## config.mk

```make
export PLATFORM = sky130hd
export DESIGN_NAME = pointwise_div_seq
export DESIGN_NICKNAME = d
export VERILOG_FILES = /design/src/rtl/pointwise_div_seq.sv
export SDC_FILE = /design/constraint.sdc
export NUM_CORES = 1
export LEC_CHECK = 0
export CORE_AREA = 3 3 103 105
export DETAILED_ROUTE_END_ITERATION = 12
export DIE_AREA = 0 0 106 108
export GPL_ROUTABILITY_DRIVEN = 0
export HOLD_SLACK_MARGIN = 0.15
export PLACE_DENSITY_LB_ADDON = 0.25
export SLEW_MARGIN = 20
export SYNTH_ARGS = -nofsm -noshare
export SYNTH_HDL_FRONTEND = slang
export SYNTH_SLANG_ARGS = --single-unit
```

## constraint.sdc

```tcl
create_clock -name clk -period 4.5 [get_ports clk]
set_input_delay 1.125 -clock clk [delete_from_list [all_inputs] [get_ports clk]]
set_output_delay 1.125 -clock clk [all_outputs]
set_load 0.02 [all_outputs]
```

## src/rtl/pointwise_div_seq.sv

```systemverilog
// ---------------------------------------------------------------------------
// pointwise_div_seq
//   Streaming pointwise unsigned divider: quotient = dividend / divisor and
//   remainder = dividend % divisor. It is the inverse stage of the
//   multiply-by-constant pointwise kernel and recovers the original pixel
//   value from a scaled stream.
//   Restoring division, one quotient bit per clock, one operation in flight.
//
// Ports
//   clk            in   1      clock, rising edge
//   reset          in   1      synchronous, active-high reset
//   in_valid       in   1      operands valid
//   in_ready       out  1      block can accept operands (IDLE only)
//   in_arg_1_0_0   in   WIDTH  dividend (unsigned)
//   in_arg_2_0_0   in   WIDTH  divisor (unsigned)
//   out_valid      out  1      result valid, held until accepted
//   out_ready      in   1      downstream accepts result
//   out_0_0        out  WIDTH  quotient
//   out_rem_0_0    out  WIDTH  remainder
//   div_by_zero    out  1      result came from a zero divisor
//
// FSM states
//   state  | meaning
//   -------+------------------------------------------------------------
//   S_IDLE | waiting for operands, in_ready=1
//   S_BUSY | WIDTH restoring iterations, MSB of the dividend first
//   S_DONE | result presented on out_*, held until out_ready
// ---------------------------------------------------------------------------
module pointwise_div_seq #(
  parameter int WIDTH = 16
) (
  input  logic             clk,
  input  logic             reset,
  input  logic             in_valid,
  output logic             in_ready,
  input  logic [WIDTH-1:0] in_arg_1_0_0,
  input  logic [WIDTH-1:0] in_arg_2_0_0,
  output logic             out_valid,
  input  logic             out_ready,
  output logic [WIDTH-1:0] out_0_0,
  output logic [WIDTH-1:0] out_rem_0_0,
  output logic             div_by_zero
);

  localparam int CW = (WIDTH > 1) ? $clog2(WIDTH) : 1;

  typedef enum logic [1:0] {
    S_IDLE = 2'd0,
    S_BUSY = 2'd1,
    S_DONE = 2'd2
  } state_t;

  state_t           r_state;
  state_t           w_state_next;

  logic [WIDTH-1:0] r_dividend;
  logic [WIDTH-1:0] r_divisor;
  logic [WIDTH-1:0] r_rem;
  logic [WIDTH-1:0] r_quot;
  logic [CW-1:0]    r_cnt;

  // Result registers are separate from the working registers so the
  // outputs only ever change on the BUSY->DONE (or zero-divisor) edge.
  logic [WIDTH-1:0] r_out_q;
  logic [WIDTH-1:0] r_out_rem;
  logic             r_dz;

  logic             w_accept;
  logic             w_zero_div;
  logic             w_last;
  logic [WIDTH:0]   w_shift;
  logic             w_ge;
  logic [WIDTH-1:0] w_sub;
  logic [WIDTH-1:0] w_rem_next;
  logic [WIDTH-1:0] w_quot_next;

  assign w_accept   = (r_state == S_IDLE) && in_valid;
  assign w_zero_div = (in_arg_2_0_0 == '0);
  assign w_last     = (r_cnt == '0);

  // Partial remainder grows to WIDTH+1 bits before the compare so that a
  // divisor with its MSB set is still handled correctly.
  assign w_shift = {r_rem, r_dividend[r_cnt]};
  assign w_ge    = (w_shift >= {1'b0, r_divisor});

  // When w_ge holds the true difference is below the divisor and fits in
  // WIDTH bits, so a WIDTH-bit modular subtraction gives the exact result.
  assign w_sub      = w_shift[WIDTH-1:0] - r_divisor;
  assign w_rem_next = w_ge ? w_sub : w_shift[WIDTH-1:0];

  always_comb begin
    w_quot_next        = r_quot;
    w_quot_next[r_cnt] = w_ge;
  end

  // State register
  always_ff @(posedge clk) begin
    if (reset) begin
      r_state <= S_IDLE;
    end else begin
      r_state <= w_state_next;
    end
  end

  // Next state and handshake outputs
  always_comb begin
    w_state_next = r_state;
    in_ready     = 1'b0;
    out_valid    = 1'b0;
    case (r_state)
      S_IDLE: begin
        in_ready = 1'b1;
        if (in_valid) begin
          w_state_next = w_zero_div ? S_DONE : S_BUSY;
        end
      end
      S_BUSY: begin
        if (w_last) begin
          w_state_next = S_DONE;
        end
      end
      S_DONE: begin
        out_valid = 1'b1;
        if (out_ready) begin
          w_state_next = S_IDLE;
        end
      end
      default: begin
        w_state_next = S_IDLE;
      end
    endcase
  end

  // Datapath
  always_ff @(posedge clk) begin
    if (reset) begin
      r_dividend <= '0;
      r_divisor  <= '0;
      r_rem      <= '0;
      r_quot     <= '0;
      r_cnt      <= '0;
      r_out_q    <= '0;
      r_out_rem  <= '0;
      r_dz       <= 1'b0;
    end else begin
      case (r_state)
        S_IDLE: begin
          if (w_accept) begin
            r_dividend <= in_arg_1_0_0;
            r_divisor  <= in_arg_2_0_0;
            r_rem      <= '0;
            r_quot     <= '0;
            r_cnt      <= CW'(WIDTH - 1);
            if (w_zero_div) begin
              r_out_q   <= '1;
              r_out_rem <= in_arg_1_0_0;
              r_dz      <= 1'b1;
            end
          end
        end
        S_BUSY: begin
          r_rem  <= w_rem_next;
          r_quot <= w_quot_next;
          r_cnt  <= r_cnt - 1'b1;
          if (w_last) begin
            r_out_q   <= w_quot_next;
            r_out_rem <= w_rem_next;
            r_dz      <= 1'b0;
          end
        end
        default: begin
        end
      endcase
    end
  end

  assign out_0_0     = r_out_q;
  assign out_rem_0_0 = r_out_rem;
  assign div_by_zero = r_dz;

endmodule

```

; ---- Word level (Yosys, flattened, before mapping)
; Cells that the tools add are included.
[word_totals]
register_bits = 103
output_inout_bits = 35
[classes]
n_addsub = 2
order_cmp = 3
eq_ne = 7
muxes = 30
n_reduce_logical = 10
[op_table]
columns = operator, n
row1 = 2-to-1 mux 16 bit, 8
row2 = case mux 16 bit (2 select lines), 4
row3 = >= comparator 17 x 16 -> 1 bit, 1
row4 = bitwise mux 16 bit, 1
row5 = logical NOT 16 bit, 1
row6 = subtractor 16 bit, 1
row7 = "!= test 2 bit, second input constant", 5
row8 = 2-to-1 mux 2 bit, 4
row9 = case mux 4 bit (2 select lines), 1
row10 = 2-to-1 mux 1 bit, 7
row11 = case mux 2 bit (3 select lines), 1
row12 = "less-than comparator 4 x 5 -> 1 bit, second input constant", 1
row13 = binary-select mux 1 bit (select 4 bit), 1
row14 = demux 1 bit (select 4 bit), 1
row15 = ">= comparator 4 x 1 -> 1 bit, second input constant", 1
row16 = logical NOT 4 bit, 1
row17 = 2-to-1 mux 4 bit, 1
row18 = AND reduction 2 bit, 2
row19 = AND reduction 4 bit, 1
row20 = "subtractor 4 x 1 -> 4 bit, second input constant", 1
row21 = AND reduction 3 bit, 1
row22 = "== test 2 x 1 -> 1 bit, second input constant", 1
row23 = "== test 2 bit, second input constant", 1
row24 = logical AND 1 bit, 2
row25 = other kinds (3), 3

; ---- Logic depth before layout (Yosys ltp)
; Gate-level depths: netlist of the first run.
[logic_depth]
depth_word = 7
depth_mapped = 15

; ---- Least setup slack after synthesis of the first run
; OpenSTA, ideal clock, no wires.
[synth_path]
kind = reg2reg
start = reg r_cnt[0]
end = reg r_out_rem[12], in the netlist out_rem_0_0[12]
arrival_time_ps = 3374
required_time_ps = 4427
slack_ps = 1053
path_stages_with_launch = 15
synth_period_minus_slack_ps = 3447
path_cell_list = dfxtp_1 -> clkbuf_1 -> mux4_2 -> a22oi_1 -> and3_1 -> ha_1 -> inv_1 -> fa_1 -> a211oi_1 -> o21ai_0 -> a31o_2 -> a31oi_1 -> xnor2_1 -> o21ai_0 -> o211ai_2
[synth_via]
elab_chain_len = 6
word_cells_on_any_way = 10
[synth_rtl]
columns = element, line_no
row1 = start: declaration, 60  ; logic [CW-1:0] r_cnt;
row2 = start signal: assignment, 153  ; r_cnt <= CW'(WIDTH - 1);
row3 = start signal: assignment, 164  ; r_cnt <= r_cnt - 1'b1;
row4 = binary-select mux 1 bit (select 4 bit), 83  ; assign w_shift = {r_rem, r_dividend[r_cnt]};
row5 = 2-to-1 mux 1 bit (implied by the code), 83
row6 = subtractor 16 bit / >= comparator 17 x 16 -> 1 bit (equally long branches), "88, 84"
row7 = 2-to-1 mux 16 bit, 89  ; assign w_rem_next = w_ge ? w_sub : w_shift[WIDTH-1:0];
row8 = 2-to-1 mux 16 bit, 165  ; if (w_last) begin
row9 = case mux 16 bit (2 select lines), 146  ; case (r_state)
row10 = end signal: assignment, 156  ; r_out_rem <= in_arg_1_0_0;
row11 = end signal: assignment, 167  ; r_out_rem <= w_rem_next;
row12 = end: declaration, 65  ; logic [WIDTH-1:0] r_out_rem;
; Several ways; a longest one is shown, not always the timed one. The select of a mux whose other input is x is not followed.
; A chain may end at the register's enable or synchronous reset.

; ---- Final worst setup path of the first run
[layout_path]
start = reg r_cnt[0]
end = reg r_rem[10]
[layout_via]
elab_chain_len = 5
word_cells_on_any_way = 6
[layout_rtl]
columns = element, line_no
row1 = binary-select mux 1 bit (select 4 bit) *, 83
row2 = 2-to-1 mux 1 bit (implied by the code) *, 83
row3 = subtractor 16 bit / >= comparator 17 x 16 -> 1 bit (equally long branches), "88, 84"
row4 = 2-to-1 mux 16 bit *, 89
row5 = case mux 16 bit (2 select lines) *, 146
row6 = end signal: assignment, 162  ; r_rem <= w_rem_next;
row7 = end: declaration, 58  ; logic [WIDTH-1:0] r_rem;
; Every way passes the cells marked *; elsewhere a longest branch is shown, timed or not. The select of a mux whose other input is x is not followed.

==> flow_summary.toml, run 1 <==
[synthesis]
number_of_synthesized_flops_with_an_enable_pin = 0
synth_top_flop_cell = "dfxtp_1"
synthDominantCellAreaShare_pct = 37.73
synth-xor-area-share_pct = 2.427
ys_seq_area_share_pct = 37.73
postSynth.asyncResetShare_pct = 0
synth_top_family_by_area = "compound AO/OA/AOI/OAI gates"
synth_compound_area_share_pct = 26.01
synth.yosys.warnings = 0
mean_instance_size_in_the_synthesized_netlist_um2 = 7.710
yosys_register_bits = 102
synth.mux.area_fraction_pct = 4.693
synth-simple-area-share_pct = 18.15
synth_fa_ha_area_share_pct = 5.455
synth_top_cells_by_area = "dfxtp_1 38%, a21oi_1 9.3%, nand2_1 8.2%"
synth.net_count = 761
number_of_standard_cells_after_synthesis = 702
mappedNetlistArea_um2 = 5413
yosys.cell_types.count = 55
synth_area_leader_cell = "dfxtp_1"

[detailed_routing]
first_pass_iters = 5
drc = 0
finalWirelength_mm = 14.76
avgViaCountPerCell = 5.914
drt-initial-drc-count = 408
drt.antenna.violating_nets = 0
vias = 5240
detail_route.wl_per_cell_um = 16.66

[placed_design]
placed_cells_incl_taps = 870
placed_area_um2 = 6180
buffer_ports.inserted = 70
pre_cts_ws_ps = 646.5
post-dp-hpwl_mm = 11.01

[timing]
finalSetupViolCount = 0
rsz0062_at_grt = "false"
setup-tns-final_ps = 0
layout_worst_path_cycle_share_pct = 86.12
period_needed_ps = 3875
tightest_slew_ps = 1030
clock_skew_ps = 10.49
max_freq_mhz = 258.0
final-max-slew-violation-count = 0
setup_ws_ps = 624.6
final-hold-violation-count = 0
hold_slack_ps = 461.3
maxSlewHeadroom_pct = 31.36

[min_path]
worst_hold_endpoint = "r_divisor[5]"
holdCritStartpoint = "r_divisor[5]"
hold_path_class = "register to register"
hold-path-cell-count = 2

[setup_path]
r2r-end = "r_rem[10]"
critical_path_class = "register to register"
r2r_worst_path_depth = 12
timing.critical_path.required_ps = 4750
timing.critical_path.fanout_max = 14
cp-end-kind = "register"
ff2ff_setup_slack_ps = 620
worstSetupStartpointType = "register"
worst_ep_arrival_time_ps = 4130
r2r_start = "r_cnt[0]"

[grt]
antenna_found_initial = 0
track_usage_pct = 25.85
gr_ovfl_total = 0
grt_pass1_vias = 4748
grt_first_pass_wirelength_mm = 23.65
maximum_number_of_pins_on_one_net_before_global_route_repair = 45

[power_and_ir_drop]
totalPowerFinal_mw = 3.173
pwr_density_cell_nw_per_um2 = 497.6
power_leakage_nw = 2.434
worst_ir_drop_vdd_mv = 0.2767

[run_status]
status = "completed"

[layout]
design.final.nets = 807
post-route-util_pct = 65.54
layout.cells.non_filler = 886
final_cell_area_um2 = 6376
insertedDiodeCount = 0
n_fill_cell = 849
layout-drive-gt1-share_pct = 6.640
area_growth_syn_to_fin_pct = 17.80

[clock_network]
cts_hold_buffers = 0
clk_latency_ps = 380
h-tree-depth = 3
master_cell_of_the_clock_root_buffer = "clkbuf_8"
clk_pin_slew_worst_paths_ps = 110
tritoncts = "yes"
cts_resized = 0
tritoncts.num_buffers = 9
cts.repair_timing.setup_buffer_count = 0
clkSinkCount = 102
clk_path_buf_depth = 2

[floorplan]
die_width_um = 106
placeableCoreArea_um2 = 9729
chipHeight_um = 108
number_of_rows_created_at_floorplan = 36
start_util_pct = 55.63
floorplan.die_area_um2 = 11450
design.portCount = 71

[run]
timing.max_cap.violations = 0
## flip-flops by register name, summed over array words and instances, names as in the netlist
signal       cells
r_cnt            4
div_by_zero      1
out_rem_0_0     16
out_0_0         16
r_rem           16
r_divisor       16
r_dividend      16
r_state          2
r_quot          15
## cells in the mapped netlist (7+ instances only)
| master | count |
|---|---|
| a21o_1 | 7 |
| a21oi_1 | 101 |
| a22oi_1 | 8 |
| a31oi_1 | 8 |
| clkbuf_1 | 38 |
| dfxtp_1 | 102 |
| ha_1 | 22 |
| inv_1 | 26 |
| mux2i_1 | 13 |
| nand2_1 | 118 |
| nand3_1 | 22 |
| nor2_1 | 60 |
| o21ai_0 | 59 |
| o21ai_1 | 9 |
| o32ai_1 | 7 |
| xnor2_1 | 8 |
| xor2_1 | 7 |
## worst max-delay path, stage by stage, from the launching register on
cell and delay, ps:
dfxtp_1 590, mux4_2 550, a22oi_1 170, and3_1 270, ha_1 170, nand2b_1 120, a211o_1 180, a31oi_1 130
a211o_1 350, a41oi_4 550, buf_4 280, mux2i_1 250, o21ai_0 120
## cell type report
cell class / count / area (µm²) / area share (%)
Clock buffer: 9 / 123.9 / 1.943
Clock inverter: 7 / 70.07 / 1.099
Inverter: 26 / 97.59 / 1.531
Multi-Input combinational cell: 525 / 3075 / 48.23
Sequential cell: 102 / 2042 / 32.03
Tap cell: 133 / 166.4 / 2.610
Timing Repair Buffer: 84 / 800.8 / 12.56
## kinds of logic (layout without fill, tap and decap cells)
logic type,after synthesis,in the layout
compound gates,236,236
buf+inv,75,126
mux,20,20
fa+ha+maj,23,23
flops,102,102
xor+xnor,15,15
simple gates,231,231
## cells in the final DEF (no fill, tap or decap), types with 5 or more instances in the layout
cell | netlist | layout
nand2_1 | 118 | 117
dfxtp_1 | 102 | 102
a21oi_1 | 101 | 101
clkdlybuf4s50_1 | 0 | 69
nor2_1 | 60 | 59
o21ai_0 | 59 | 59
inv_1 | 26 | 26
nand3_1 | 22 | 22
ha_1 | 22 | 22
buf_4 | 0 | 14
mux2i_1 | 13 | 13
o21ai_1 | 9 | 9
clkbuf_8 | 0 | 9
a22oi_1 | 8 | 8
xnor2_1 | 8 | 8
a31oi_1 | 8 | 8
xor2_1 | 7 | 7
a21o_1 | 7 | 7
o32ai_1 | 7 | 7
a211oi_1 | 6 | 6
nor4_1 | 5 | 5
## metal layers
metal | global-route usage [%] | vias to the layer above | part of all wire [%]
met5 | 0 | - | 0
met4 | 7.586 | 0 | 1.7
met3 | 4.239 | 20 | 7.9
met2 | 40.76 | 222 | 45
met1 | 36.72 | 2446 | 45
li1 | - | 2552 | -
## how the worst max path moves through the flow
stage / start / to / slack [ps] / cells after the start
after global routing: r_cnt[0] / r_rem[10] / 320 / 12
after CTS: r_cnt[0] / r_rem[10] / 620 / 12
after detailed placement: r_cnt[0] / r_rem[10] / 650 / 12
final: r_cnt[0] / r_rem[10] / 620 / 12
after global placement: r_cnt[0] / out_rem_0_0[13] / 740 / 12
after floorplan: r_cnt[0] / out_rem_0_0[12] / 1050 / 14
## where the power goes
part           total, mW  switching (mW)  internal [mW]
sequential          1.10           0.104           1.00
clock              0.565           0.351          0.214
combinational       1.50           0.852          0.651
(Power assumes the default switching activity.)
==> run 2, diff against run 1 <==
--- a/config.mk
+++ b/config.mk
@@ -5,10 +5,12 @@
 export SDC_FILE = /design/constraint.sdc
 export NUM_CORES = 1
 export LEC_CHECK = 0
-export CORE_AREA = 3 3 103 105
+export CORE_AREA = 3 3 102 104
+export CTS_BUF_LIST = sky130_fd_sc_hd__clkbuf_4
 export DETAILED_ROUTE_END_ITERATION = 12
-export DIE_AREA = 0 0 106 108
+export DIE_AREA = 0 0 105 107
 export GPL_ROUTABILITY_DRIVEN = 0
+export GPL_TIMING_DRIVEN = 0
 export HOLD_SLACK_MARGIN = 0.15
 export PLACE_DENSITY_LB_ADDON = 0.25
 export SLEW_MARGIN = 20
==> flow_summary.toml, run 2 (same netlist as run 1, synthesis figures left out) <==
[timing]
max_freq_mhz = 237.0
period_needed_ps = 4219
finalSetupViolCount = 0
setup-tns-final_ps = 0
final-hold-violation-count = 0
final-max-slew-violation-count = 0
setup_ws_ps = 281.5
rsz0062_at_grt = "false"
tightest_slew_ps = 672.6
maxSlewHeadroom_pct = 54.99
clock_skew_ps = 20.63
layout_worst_path_cycle_share_pct = 93.75

[detailed_routing]
vias = 5405
detail_route.wl_per_cell_um = 16.66
drt.antenna.violating_nets = 0
finalWirelength_mm = 15.31
first_pass_iters = 5
drc = 0
drt-initial-drc-count = 406
avgViaCountPerCell = 5.881

[layout]
area_growth_syn_to_fin_pct = 18.05
n_fill_cell = 858
insertedDiodeCount = 0
design.final.nets = 841
layout.cells.most_common = "nand2_1"
layout_common_cells = "118 x nand2_1, 102 x dfxtp_1, 101 x a21oi_1, 69 x clkdlybuf4s50_1, 60 x nor2_1"
layout-drive-gt1-share_pct = 4.707

[min_path]
hold_path_class = "register to register"
holdCritStartpoint = "r_dividend[12]"

[grt]
antenna_found_initial = 0
use_met1_pct = 38.99
global_route.peak_usage_layer = "met2"
track_usage_pct = 27.65
grt_pass1_vias = 4990
gr_ovfl_total = 0
maximum_number_of_pins_on_one_net_before_global_route_repair = 18
grt_first_pass_wirelength_mm = 24.87
global_route.usage.met3_pct = 4.576
met2_use_gr_pct = 43.58

[setup_path]
critical_path_class = "register to register"
worstSetupStartpoint = "r_cnt[0]"
crit_buf_inv = 2
timing.critical_path.required_ps = 4830
timing.critical_path.fanout_max = 10
crit_path_max_incr_delay_ps = 580
crit_path_top_delay_cell = "mux4_2"
path_delay_family = "compound AO/OA/AOI/OAI gates"
r2r_start = "r_cnt[0]"
worstSetupStartpointType = "register"
cp-end-kind = "register"
cp_cell_sequence = "buf_1 -> mux4_2 -> a22oi_1 -> and3_1 -> ha_1 -> nand2b_1 -> a211o_1 -> a31oi_1 -> a211o_1 -> a41oi_4 -> buf_6 -> mux2i_1 -> a31oi_1"
worst_ep_arrival_time_ps = 4550

[clock_network]
clk_path_buf_depth = 2
tritoncts.num_buffers = 9
clkSinkCount = 102
cts.repair_timing.setup_buffer_count = 0
clk_pin_slew_worst_paths_ps = 170
cts_hold_buffers = 0
tritoncts = "yes"
master_cell_of_the_clock_root_buffer = "clkbuf_4"
clk_latency_ps = 460
h-tree-depth = 3

[power_and_ir_drop]
worst_ir_drop_vdd_mv = 0.2621
pwr_density_cell_nw_per_um2 = 484.4
power_leakage_nw = 2.405

[floorplan]
start_util_pct = 56.15
die_width_um = 105
number_of_rows_created_at_floorplan = 36
floorplan.die_area_um2 = 11240
design.portCount = 71
placeableCoreArea_um2 = 9639
chipHeight_um = 107

[placed_design]
buffer_ports.inserted = 69
pre_cts_ws_ps = 348.6
post-dp-hpwl_mm = 11.97

[run_status]
status = "completed"

[run]
timing.max_cap.violations = 0
## run 2: path summary, 6_finish.rpt
kind	endpoint	slack, ps	depth (start not counted)
worst max-delay path	out_rem_0_0[13]	280	13
worst min-delay path	r_dividend[12]	470	2
worst max register to register	out_rem_0_0[13]	280	13
worst min register to register	r_dividend[12]	470	2
## run 2: cell type report
class	count	area, µm²	area share (%)
multi-input cells	525	3070	48.05
flip-flops and latches	102	2042	31.96
repair buffers	69	690.7	10.81
plain buffers	49	202.7	3.172
well taps	133	166.4	2.604
inverters	26	97.59	1.527
clock buffers	10	75.07	1.175
clock inverters	5	45.04	0.7049
## run 2: worst min-delay path, delay by kind of cell, from the launching register on
kind             cells  cell delay, ps
flip-flops           1             340
AND/OR/NAND/NOR      1              50
AO/OA/AOI/OAI        1              50
## run 2: per-layer routing
layer	vias up	wire length, µm
li1	2618	-
met1	2518	7050
met2	234	6834
met3	35	1079
met4	0	346
met5	-	0
## run 2: stage by stage
step	total power, mW	std cells	area [µm²]	hold slack (ps)	util, %
2_1_floorplan	2.211	702	5413	433.1	-
3_3_place_gp	2.595	904	6270	439.4	65.04
3_5_place_dp	2.639	904	6270	446.6	65.04
4_1_cts	3.078	919	6390	466.9	66.29
5_1_grt	3.286	919	6390	478.9	66.29
6_report	3.095	919	6390	465.7	66.29
## run 2: where the power goes
part / internal (mW) / switching, mW / leakage [nW]
sequential: 1.00 / 0.0870 / 0.832
combinational: 0.653 / 0.910 / 1.51
clock: 0.125 / 0.320 / 0.0650
total: 1.78 / 1.32 / 2.41
## run 2: timing repair
| action | CTS | global route |
|---|---|---|
| hold endpoints to repair | 0 | 0 |
| gates resized for setup | 0 | 1 |
| endpoints found under the setup margin | 0 | 1 |
==> run 3, diff against run 2 <==
--- a/config.mk
+++ b/config.mk
@@ -11,7 +11,7 @@
 export DIE_AREA = 0 0 105 107
 export GPL_ROUTABILITY_DRIVEN = 0
 export GPL_TIMING_DRIVEN = 0
-export HOLD_SLACK_MARGIN = 0.15
+export HOLD_SLACK_MARGIN = 0.03
 export PLACE_DENSITY_LB_ADDON = 0.25
 export SLEW_MARGIN = 20
 export SYNTH_ARGS = -nofsm -noshare
==> results of run 3 <==
The final DEF is identical to that of run 2; final timing and power are the same.
